--- config.mk ---
export PLATFORM = sky130hd
export DESIGN_NAME = load_store_arbiter
export DESIGN_NICKNAME = d
export VERILOG_FILES = /design/src/rtl/load_store_arbiter.sv
export SDC_FILE = /design/constraint.sdc
export NUM_CORES = 1
export LEC_CHECK = 0
export CAP_MARGIN = 20
export CORE_MARGIN = 2
export CORE_UTILIZATION = 30
export CTS_BUF_LIST = sky130_fd_sc_hd__clkbuf_4 sky130_fd_sc_hd__clkbuf_8
export DETAILED_ROUTE_END_ITERATION = 8
export DONT_BUFFER_PORTS = 1
export PLACE_DENSITY = 0.52
export SLEW_MARGIN = 40
export SYNTH_ARGS = -nofsm -noshare
export SYNTH_HDL_FRONTEND = slang
export SYNTH_SLANG_ARGS = --single-unit
--- constraint.sdc ---
create_clock -name clk -period 4.6 [get_ports clk]
set_clock_uncertainty 0.1 [all_clocks]
set_input_delay 1.38 -clock clk [delete_from_list [all_inputs] [get_ports clk]]
set_output_delay 1.38 -clock clk [all_outputs]
set_load 0.02 [all_outputs]
--- src/rtl/load_store_arbiter.sv ---
// rtl/load_store_arbiter.sv - round-robin arbiter stepping a shared bounded volume counter.
// Optional LSA_PRIO0_EN: requester 0 overrides round-robin whenever it requests.
module load_store_arbiter #(
  parameter int NREQ  = 4,
  parameter int CAP   = 400000,
  parameter int CBITS = 19,
  parameter int AW    = 8
) (
  input  logic              clk,
  input  logic              rst,
  input  logic [NREQ-1:0]   req,
  input  logic [NREQ-1:0]   is_load,
  input  logic [NREQ*AW-1:0] amt,
  output logic [NREQ-1:0]   gnt,
  output logic              busy,
  output logic              done,
  output logic              short,
  output logic [CBITS-1:0]  vol,
  output logic              full,
  output logic              empty
);

  localparam int PW = (NREQ > 1) ? $clog2(NREQ) : 1;
  localparam logic [CBITS-1:0] CAPV = CBITS'(CAP);

  typedef enum logic [1:0] {IDLE, XFER, DONE_S} state_t;

  state_t          state, state_n;
  logic [PW-1:0]   ptr, ptr_n;
  logic            dir, dir_n;
  logic [AW-1:0]   rem, rem_n;
  logic [NREQ-1:0] gnt_n;
  logic            busy_n, done_n, short_n;
  logic [CBITS-1:0] vol_n;

  logic [AW-1:0]   amt_a [NREQ];
  logic            found, adv;
  logic [PW-1:0]   win, idx;

  for (genvar i = 0; i < NREQ; i++) begin : g_amt
    assign amt_a[i] = amt[i*AW +: AW];
  end

  assign full  = (vol == CAPV);
  assign empty = (vol == '0);

  always_ff @(posedge clk) begin
    if (!rst) begin
      state <= IDLE;
      ptr   <= '0;
      dir   <= 1'b0;
      rem   <= '0;
      gnt   <= '0;
      busy  <= 1'b0;
      done  <= 1'b0;
      short <= 1'b0;
      vol   <= '0;
    end else begin
      state <= state_n;
      ptr   <= ptr_n;
      dir   <= dir_n;
      rem   <= rem_n;
      gnt   <= gnt_n;
      busy  <= busy_n;
      done  <= done_n;
      short <= short_n;
      vol   <= vol_n;
    end
  end

  always_comb begin
    state_n = state;
    ptr_n   = ptr;
    dir_n   = dir;
    rem_n   = rem;
    gnt_n   = gnt;
    busy_n  = busy;
    done_n  = 1'b0;
    short_n = short;
    vol_n   = vol;
    found   = 1'b0;
    adv     = 1'b1;
    win     = '0;
    idx     = '0;

`ifdef LSA_PRIO0_EN
    if (req[0]) begin
      found = 1'b1;
      adv   = 1'b0;
    end
`endif
    // First requester at or above the pointer, wrapping around.
    for (int k = 0; k < NREQ; k++) begin
      idx = PW'((int'(ptr) + k) % NREQ);
      if (!found && req[idx]) begin
        found = 1'b1;
        win   = idx;
      end
    end

    case (state)
      IDLE: begin
        if (found) begin
          state_n = XFER;
          gnt_n   = NREQ'(1) << win;
          dir_n   = is_load[win];
          rem_n   = amt_a[win];
          busy_n  = 1'b1;
          short_n = 1'b0;
          if (adv) ptr_n = (int'(win) == NREQ - 1) ? '0 : win + PW'(1);
        end
      end
      XFER: begin
        if (rem == '0) begin
          state_n = DONE_S;
          done_n  = 1'b1;
          short_n = 1'b0;
        end else if ((dir && vol == CAPV) || (!dir && vol == '0)) begin
          state_n = DONE_S;
          done_n  = 1'b1;
          short_n = 1'b1;
        end else begin
          vol_n = dir ? vol + CBITS'(1) : vol - CBITS'(1);
          rem_n = rem - AW'(1);
          if (rem == AW'(1)) begin
            state_n = DONE_S;
            done_n  = 1'b1;
            short_n = 1'b0;
          end
        end
      end
      DONE_S: begin
        state_n = IDLE;
        gnt_n   = '0;
        busy_n  = 1'b0;
        short_n = 1'b0;
      end
      default: state_n = IDLE;
    endcase
  end

endmodule

# Yosys cells after proc, flatten, opt, wreduce, memory -nomap -nowiden
# Cells that the tools add are included.
dict set report classes {
  reduce_logical 23
  n_bitwise 3
  n_shift 1
  muxes 44
  n_addsub 7
  eq_ne 9
  n_lt_le_gt_ge 6
}
# cell n
set ops {}
lappend ops {{$mux W8} 5}
lappend ops {{$add A19 B1 Y19 const B} 1}
lappend ops {{$eq A19 B19 Y1 const B} 1}
lappend ops {{$logic_not A19 Y1} 1}
lappend ops {{$mux W19} 1}
lappend ops {{$sub A19 B1 Y19 const B} 1}
lappend ops {{$mux W2} 9}
lappend ops {{$mux W1} 17}
lappend ops {{$bmux W8 S2} 1}
lappend ops {{$pmux W8 S2} 1}
lappend ops {{$lt A2 B3 Y1 const B} 5}
lappend ops {{$bmux W1 S2} 5}
lappend ops {{$eq A8 B1 Y1 const B} 1}
lappend ops {{$logic_not A8 Y1} 1}
lappend ops {{$pmux W4 S2} 1}
lappend ops {{$reduce_and A2 Y1} 4}
lappend ops {{$sub A8 B1 Y8 const B} 1}
lappend ops {{$ne A2 B2 Y1 const B} 3}
lappend ops {{$reduce_and A3 Y1} 2}
lappend ops {{$logic_and A1 B1 Y1} 5}
lappend ops {{$add A2 B1 Y2 const B} 2}
lappend ops {{$add A2 B2 Y2 const B} 2}
lappend ops {{$eq A2 B1 Y1 const B} 2}
lappend ops {{$logic_not A1 Y1} 4}
lappend ops {{other kinds (15)} 17}
dict set report word_totals {
  out_inout_bits 28
  word_cells 102
  reg_bits 39
  inputBits 42
}

# Depth between registers and ports, before layout
# Gate-level depths: netlist (run 1).
dict set report depth {
  ltp_word 18
  mapped_depth 9
  depth_no_buf 9
}

# Least setup slack after synthesis (run 1)
# Ideal clock, no wire load.
dict set report synth_timing {
  path_type {register -> output}
  from {register vol[0]}
  to {output port empty}
  slack_ns 1.482
  path_stages_with_launch 4
  t_arrival_ns 1.638
  required_time_ns 3.120
  n_path_buf 0
  path_cell_list {dfxtp_1 -> nor4_1 -> nand4_1 -> nor4b_1}
}
dict set report synth_between {
  elab_chain_cells 1
}
# item line
set synth_lines {}
lappend synth_lines {{start: declaration} 18} ;# output logic [CBITS-1:0] vol,
lappend synth_lines {{start signal: assignment} 67} ;# vol <= vol_n;
lappend synth_lines {{$logic_not A19 Y1} 45} ;# assign empty = (vol == '0);
lappend synth_lines {{end: declaration} 20} ;# output logic empty
# No other way between the ends.

# Worst setup path after layout (run 1)
# Ends and elaborated chain as after synthesis.

==> results of run 1 <==
power breakdown:
part	switching (mW)	internal, mW	total [mW]
Combinational	1.15	0.847	2.00
Clock	0.125	0.118	0.244
Sequential	0.292	0.479	0.771
critical path: cells and delay by family (launching register included):
kind,cells,cell delay [ps]
flip-flops,1,430
AND/OR/NAND/NOR,3,1140
buffers and inverters,1,210
state kept, by name, summed over array words and instances, names as in the netlist:
register,cells
busy,1
dir,1
done,1
gnt,4
ptr,2
rem,8
short,1
state,2
vol,19
stage by stage:
| stage | hold slack (ps) | setup slack (ps) | power [mW] | instance area [sq um] | utilization |
|---|---|---|---|---|---|
| final | 431 | 1050 | 3.02 | 3140 | 0.326 |
| after global routing | 469 | 941 | 3.36 | 3140 | 0.326 |
| after CTS | 431 | 1020 | 3.03 | 3140 | 0.326 |
| after detailed placement | 421 | 1360 | 2.77 | 3050 | 0.316 |
| after global placement | 416 | 1320 | 2.76 | 3050 | 0.316 |
| after floorplan | 388 | 1480 | 2.39 | 2930 | - |
worst paths after layout:
kind,cells past startpoint,end,slack (ps)
max,4,empty,1050
max reg2reg,9,vol[16],1510
min reg2reg,2,rem[4],430
min,2,rem[4],430
routing by layer:
layer | vias to the layer above | share of wire | global-route usage | wire length [um]
li1 | 1360 | - | - | -
met1 | 1240 | 0.46 | 0.201 | 3540
met2 | 98 | 0.45 | 0.252 | 3470
met3 | 9 | 0.090 | 0.0468 | 697
met4 | 0 | 0.0091 | 0.0415 | 71
met5 | - | 0 | 0 | 0
Yosys cell counts (3+ instances only):
library cell,number,area (sq um)
a211oi_1,6,45.0
a21o_1,8,60.1
a21oi_1,32,160
a22oi_1,5,37.5
buf_2,3,15.0
clkbuf_1,6,22.5
dfxtp_1,39,781
ha_1,24,300
inv_1,9,33.8
mux2i_1,20,200
nand2_1,32,120
nand2b_1,5,31.3
nand3_1,10,50.1
nand4_1,9,56.3
nor2_1,36,135
nor2b_1,9,56.3
nor3_1,11,55.1
nor4_1,6,37.5
o21a_1,7,52.6
o21ai_0,23,115
o21ai_1,5,25.0
o22ai_1,6,37.5
or3_1,3,18.8
xnor2_1,9,78.8
cells by family after synthesis:
family,Yosys count,synth area share
buffers and inverters,24,0.0397
adders and majority gates,25,0.109
muxes,22,0.0759
xor gates and xnor gates,11,0.0329
and+or+nand+nor,132,0.226
DFF,39,0.266
AOI/OAI and AO/OA,115,0.250
cell type report:
cell class                      count  area share
Timing Repair Buffer                3     0.00718
Tap cell                          133      0.0530
Clock inverter                      1     0.00159
Sequential cell                    39       0.249
Inverter                           10      0.0120
Clock buffer                        7      0.0267
Multi-Input combinational cell    305       0.651
==> results_dict.tcl, run 1 <==
set metrics [dict create \
    status "completed" \
    portBuffers 0 \
    io_pins 70 \
    diodes 0 \
    dieArea_sq_um 10600 \
    arrival_ps 2070 \
    ant_nets 0 \
    h-tree-depth 2 \
    cts_sinks 39 \
    dp_hpwl_mm 5.67 \
    ys_seq_area_frac 0.266 \
    register_area_sq_um 781 \
    gp_congestion 0.821 \
    grt_usage 0.155 \
    fp-row-count 36 \
    final_layout_size_suffix_gt1_frac 0.0658 \
    antenna_found_initial 0 \
    initial_core_util 0.304 \
    firstDrtPassIters 4 \
    core_area_sq_um 9640 \
    area_growth_pct 7.00 \
    slew_violations 0 \
    drc 0 \
    hold_violations 0 \
    cts_tree "done" \
    grt_pass1_vias 2637 \
    synth_fp_nets 435 \
    place_inst 490 \
    relSlewSlack 0.461 \
    multi_input_area_sq_um 2040 \
    syn_area_per_cell_sq_um 7.97 \
    synth_edf_count 0 \
    syn_area_sq_um 2930 \
    timing.fmax_mhz 282 \
    worst-setup-path-type "flip-flop to output port" \
    grt_pass1_wl_mm 13.0 \
    root_buffer "clkbuf_8" \
    fin_crit_sh 0.772 \
    cp-startpoint "vol[0]" \
    synthCells 368 \
    maxCapViolCount 0 \
    yosys_warnings 0 \
    hold_class "flip-flop to flip-flop" \
    die_w_um 103 \
    hold_buffers 0 \
    post_drt_wl_per_cell_um 15.6 \
    rsz0062_at_grt "no" \
    gr-total-overflow 0 \
    vdd_drop_max_mv 0.377 \
    crit_fanout 5 \
    clock_latency_ps 300 \
    worstPathRequired_ps 3120 \
    clockBufferDepth 2 \
    critical_path.endpoint_type "output port" \
    period_needed_ps 3550 \
    crit_path_max_incr_delay_ps 500 \
    setup_viol 0 \
    synth_ff_type "dfxtp_1" \
    grt_max_degree 29 \
    yosysUniqueCellTypes 59 \
    routed_wl_mm 7.77 \
    ys_async_sr_fraction 0 \
    path_clk_slew_ps 80 \
    power_density_nw_per_um2 961 \
    min_from "rem[4]" \
    tightest_slew_ps 809 \
    rr_startpoint "dir" \
    cp-start-kind "flip-flop" \
    power.leakage_nw 1.28 \
    cts_inserted_buffers 5 \
    path_cells "nor4_1 > nand4_1 > nor4b_1 > buf_4" \
    final_cell_mix "39 x dfxtp_1, 36 x nor2_1, 32 x a21oi_1, 32 x nand2_1, 24 x ha_1" \
    drt_iter0_drc 62 \
    slowest_stage "nor4_1" \
    nFillCells 1061 \
    cts-resized-gates 0 \
    postCtsSetupRepairBufs 0 \
    mostFrequentLayoutCell "dfxtp_1" \
    nets 431 \
    vias_per_cell 5.44 \
    instances_no_fill 498 \
    die_y_um 103 \
    synth_seq_cells 39 \
    tns_ps 0 \
    via_count 2707 \
]
Note: power is estimated with default switching activity, not from simulation.
==> run 2: changes to the inputs <==
clock period = 3.44 ns   (was 4.6 ns; I/O delays follow)
==> run 2 against run 1 <==
Compared with the run above: register-to-register slack worse by 1100 ps; critical path depth unchanged; hold slack better by 5.8 ps; worst setup slack worse by 760 ps; via count up 0.52%; final area up 1.2%; flip-flop and latch count unchanged; power up 36%; routed wire length up 1.3%; core utilization up 0.39 points; clock power up 48%; critical endpoint unchanged; largest cell class unchanged; highest routed layer unchanged.
==> results_dict.tcl, run 2 (same netlist as run 1, synthesis figures left out) <==
set metrics [dict create \
    power.leakage_nw 1.30 \
    postCtsSetupRepairBufs 0 \
    mostFrequentLayoutCell "dfxtp_1" \
    cp-endpoint "empty" \
    tns_ps 0 \
    cts_tree "done" \
    drt_iter0_drc 129 \
    nets 434 \
    power_frac_seq 0.249 \
    area_growth_pct 8.28 \
    pre_cts_ws_ps 365 \
    clockBufferDepth 2 \
    fin_crit_sh 0.916 \
    routed_wl_mm 7.88 \
    clock_power_share 0.088 \
    cts_sinks 39 \
    dr_wl_met2_mm 3.48 \
    largest_reg_flops 19 \
    comb_power_share 0.663 \
    critical_path.endpoint_type "output port" \
    h-tree-depth 2 \
    io_pins 70 \
    maxCapViolCount 0 \
    setup_ws_ps 288 \
    grt_pass1_vias 2625 \
    hold_violations 0 \
    fp-row-count 36 \
    wl_met3_um 817 \
    antenna_found_initial 0 \
    period_needed_ps 3150 \
    hold_slack_ps 437 \
    rsz0062_at_grt "no" \
    post_drt_wl_per_cell_um 15.7 \
    gr-total-overflow 0 \
    portBuffers 0 \
    final_cell_mix "39 x dfxtp_1, 36 x nor2_1, 32 x a21oi_1, 32 x nand2_1, 24 x ha_1" \
    gp_congestion 0.874 \
    top_register "vol" \
    slew_violations 0 \
    drc 0 \
    r2r_cells 9 \
    cp-startpoint "vol[0]" \
    dieArea_sq_um 10600 \
    die_y_um 103 \
    grt_pass1_wl_mm 13.0 \
    initial_core_util 0.304 \
    cts-resized-gates 0 \
    setup_viol 0 \
    ant_nets 0 \
    worst-setup-path-type "flip-flop to output port" \
    grt_max_degree 29 \
    crit_fanout 5 \
    hold_buffers 0 \
    clock_latency_ps 290 \
    rrSetupSlack_ps 370 \
    die_w_um 103 \
    path_clk_slew_ps 80 \
    diodes 0 \
    cp-start-kind "flip-flop" \
    netSwitchingPower_mw 2.12 \
    vias_per_cell 5.43 \
    worstPathRequired_ps 2310 \
    hold_class "flip-flop to flip-flop" \
    cts_inserted_buffers 5 \
    tightest_slew_ps 702 \
    core_area_sq_um 9640 \
    p_sw_frac 0.515 \
    top_layer_used "met4" \
    grt_usage 0.154 \
    reg_top3 "vol (19), rem (8), gnt (4)" \
    vdd_drop_max_mv 0.499 \
    timing.rr.end "vol[16]" \
    dp_hpwl_mm 5.81 \
    final_layout_size_suffix_gt1_frac 0.0734 \
    p_int_mw 1.99 \
    arrival_ps 2020 \
    firstDrtPassIters 5 \
    rr_startpoint "dir" \
    timing.fmax_mhz 317 \
    root_buffer "clkbuf_8" \
    via_count 2721 \
    relSlewSlack 0.531 \
    status "completed" \
    wl_met1_mm 3.51 \
    power_density_nw_per_um2 1290 \
]
==> run 2: per-layer routing <==
layer | GRT usage | vias to the layer above
met5 | 0 | -
met4 | 0.0466 | 0
met3 | 0.0441 | 4
met2 | 0.250 | 114
met1 | 0.200 | 1241
li1 | - | 1362
==> run 2: cell type report <==
class	count	area (sq um)
flip-flops and latches	39	781
fillers	1075	6460
well taps	133	166
clock buffers	8	104
multi-input cells	305	2040
repair buffers	6	45.0
inverters	10	37.5
==> run 2: power by group through the flow <==
| stage | Sequential [mW] | Combinational (mW) | Clock [mW] |
|---|---|---|---|
| 2_1_floorplan | 0.960 | 2.24 | 0 |
| 6_report | 1.02 | 2.73 | 0.361 |
| 3_5_place_dp | 1.04 | 2.72 | 0 |
| 5_1_grt | 1.07 | 3.10 | 0.395 |
| 3_3_place_gp | 1.03 | 2.71 | 0 |
| 4_1_cts | 1.03 | 2.73 | 0.372 |
==> run 2: how the worst min path moves through the flow <==
stage                start  endpoint  slack [ps]  depth (start not counted)
floorplan           rem[5]    rem[5]         390                          2
global placement    rem[4]    rem[4]         420                          2
detailed placement  rem[4]    rem[4]         430                          2
CTS                 rem[4]    rem[4]         440                          2
global route        rem[5]    rem[5]         470                          2
finish              rem[4]    rem[4]         440                          2
==> run 2: worst max-delay path, stage by stage, from the launching register on <==
cell and delay [ps]:
dfxtp_1 440, nor4_1 440, nand4_1 280, nor4b_1 360
buf_4 210
==> run 2: stage by stage <==
stage	power (mW)	instance area (sq um)	utilization	cells
global placement	3.75	3070	0.319	493
detailed placement	3.75	3070	0.319	493
global route	4.56	3180	0.329	501
CTS	4.13	3180	0.329	501
finish	4.11	3180	0.329	501
floorplan	3.20	2930	-	368
==> run 3: changes to the inputs <==
TNS_END_PERCENT = 20   (was unset)
==> results of run 3 <==
Final layout, timing and power as in run 2 (identical DEF).
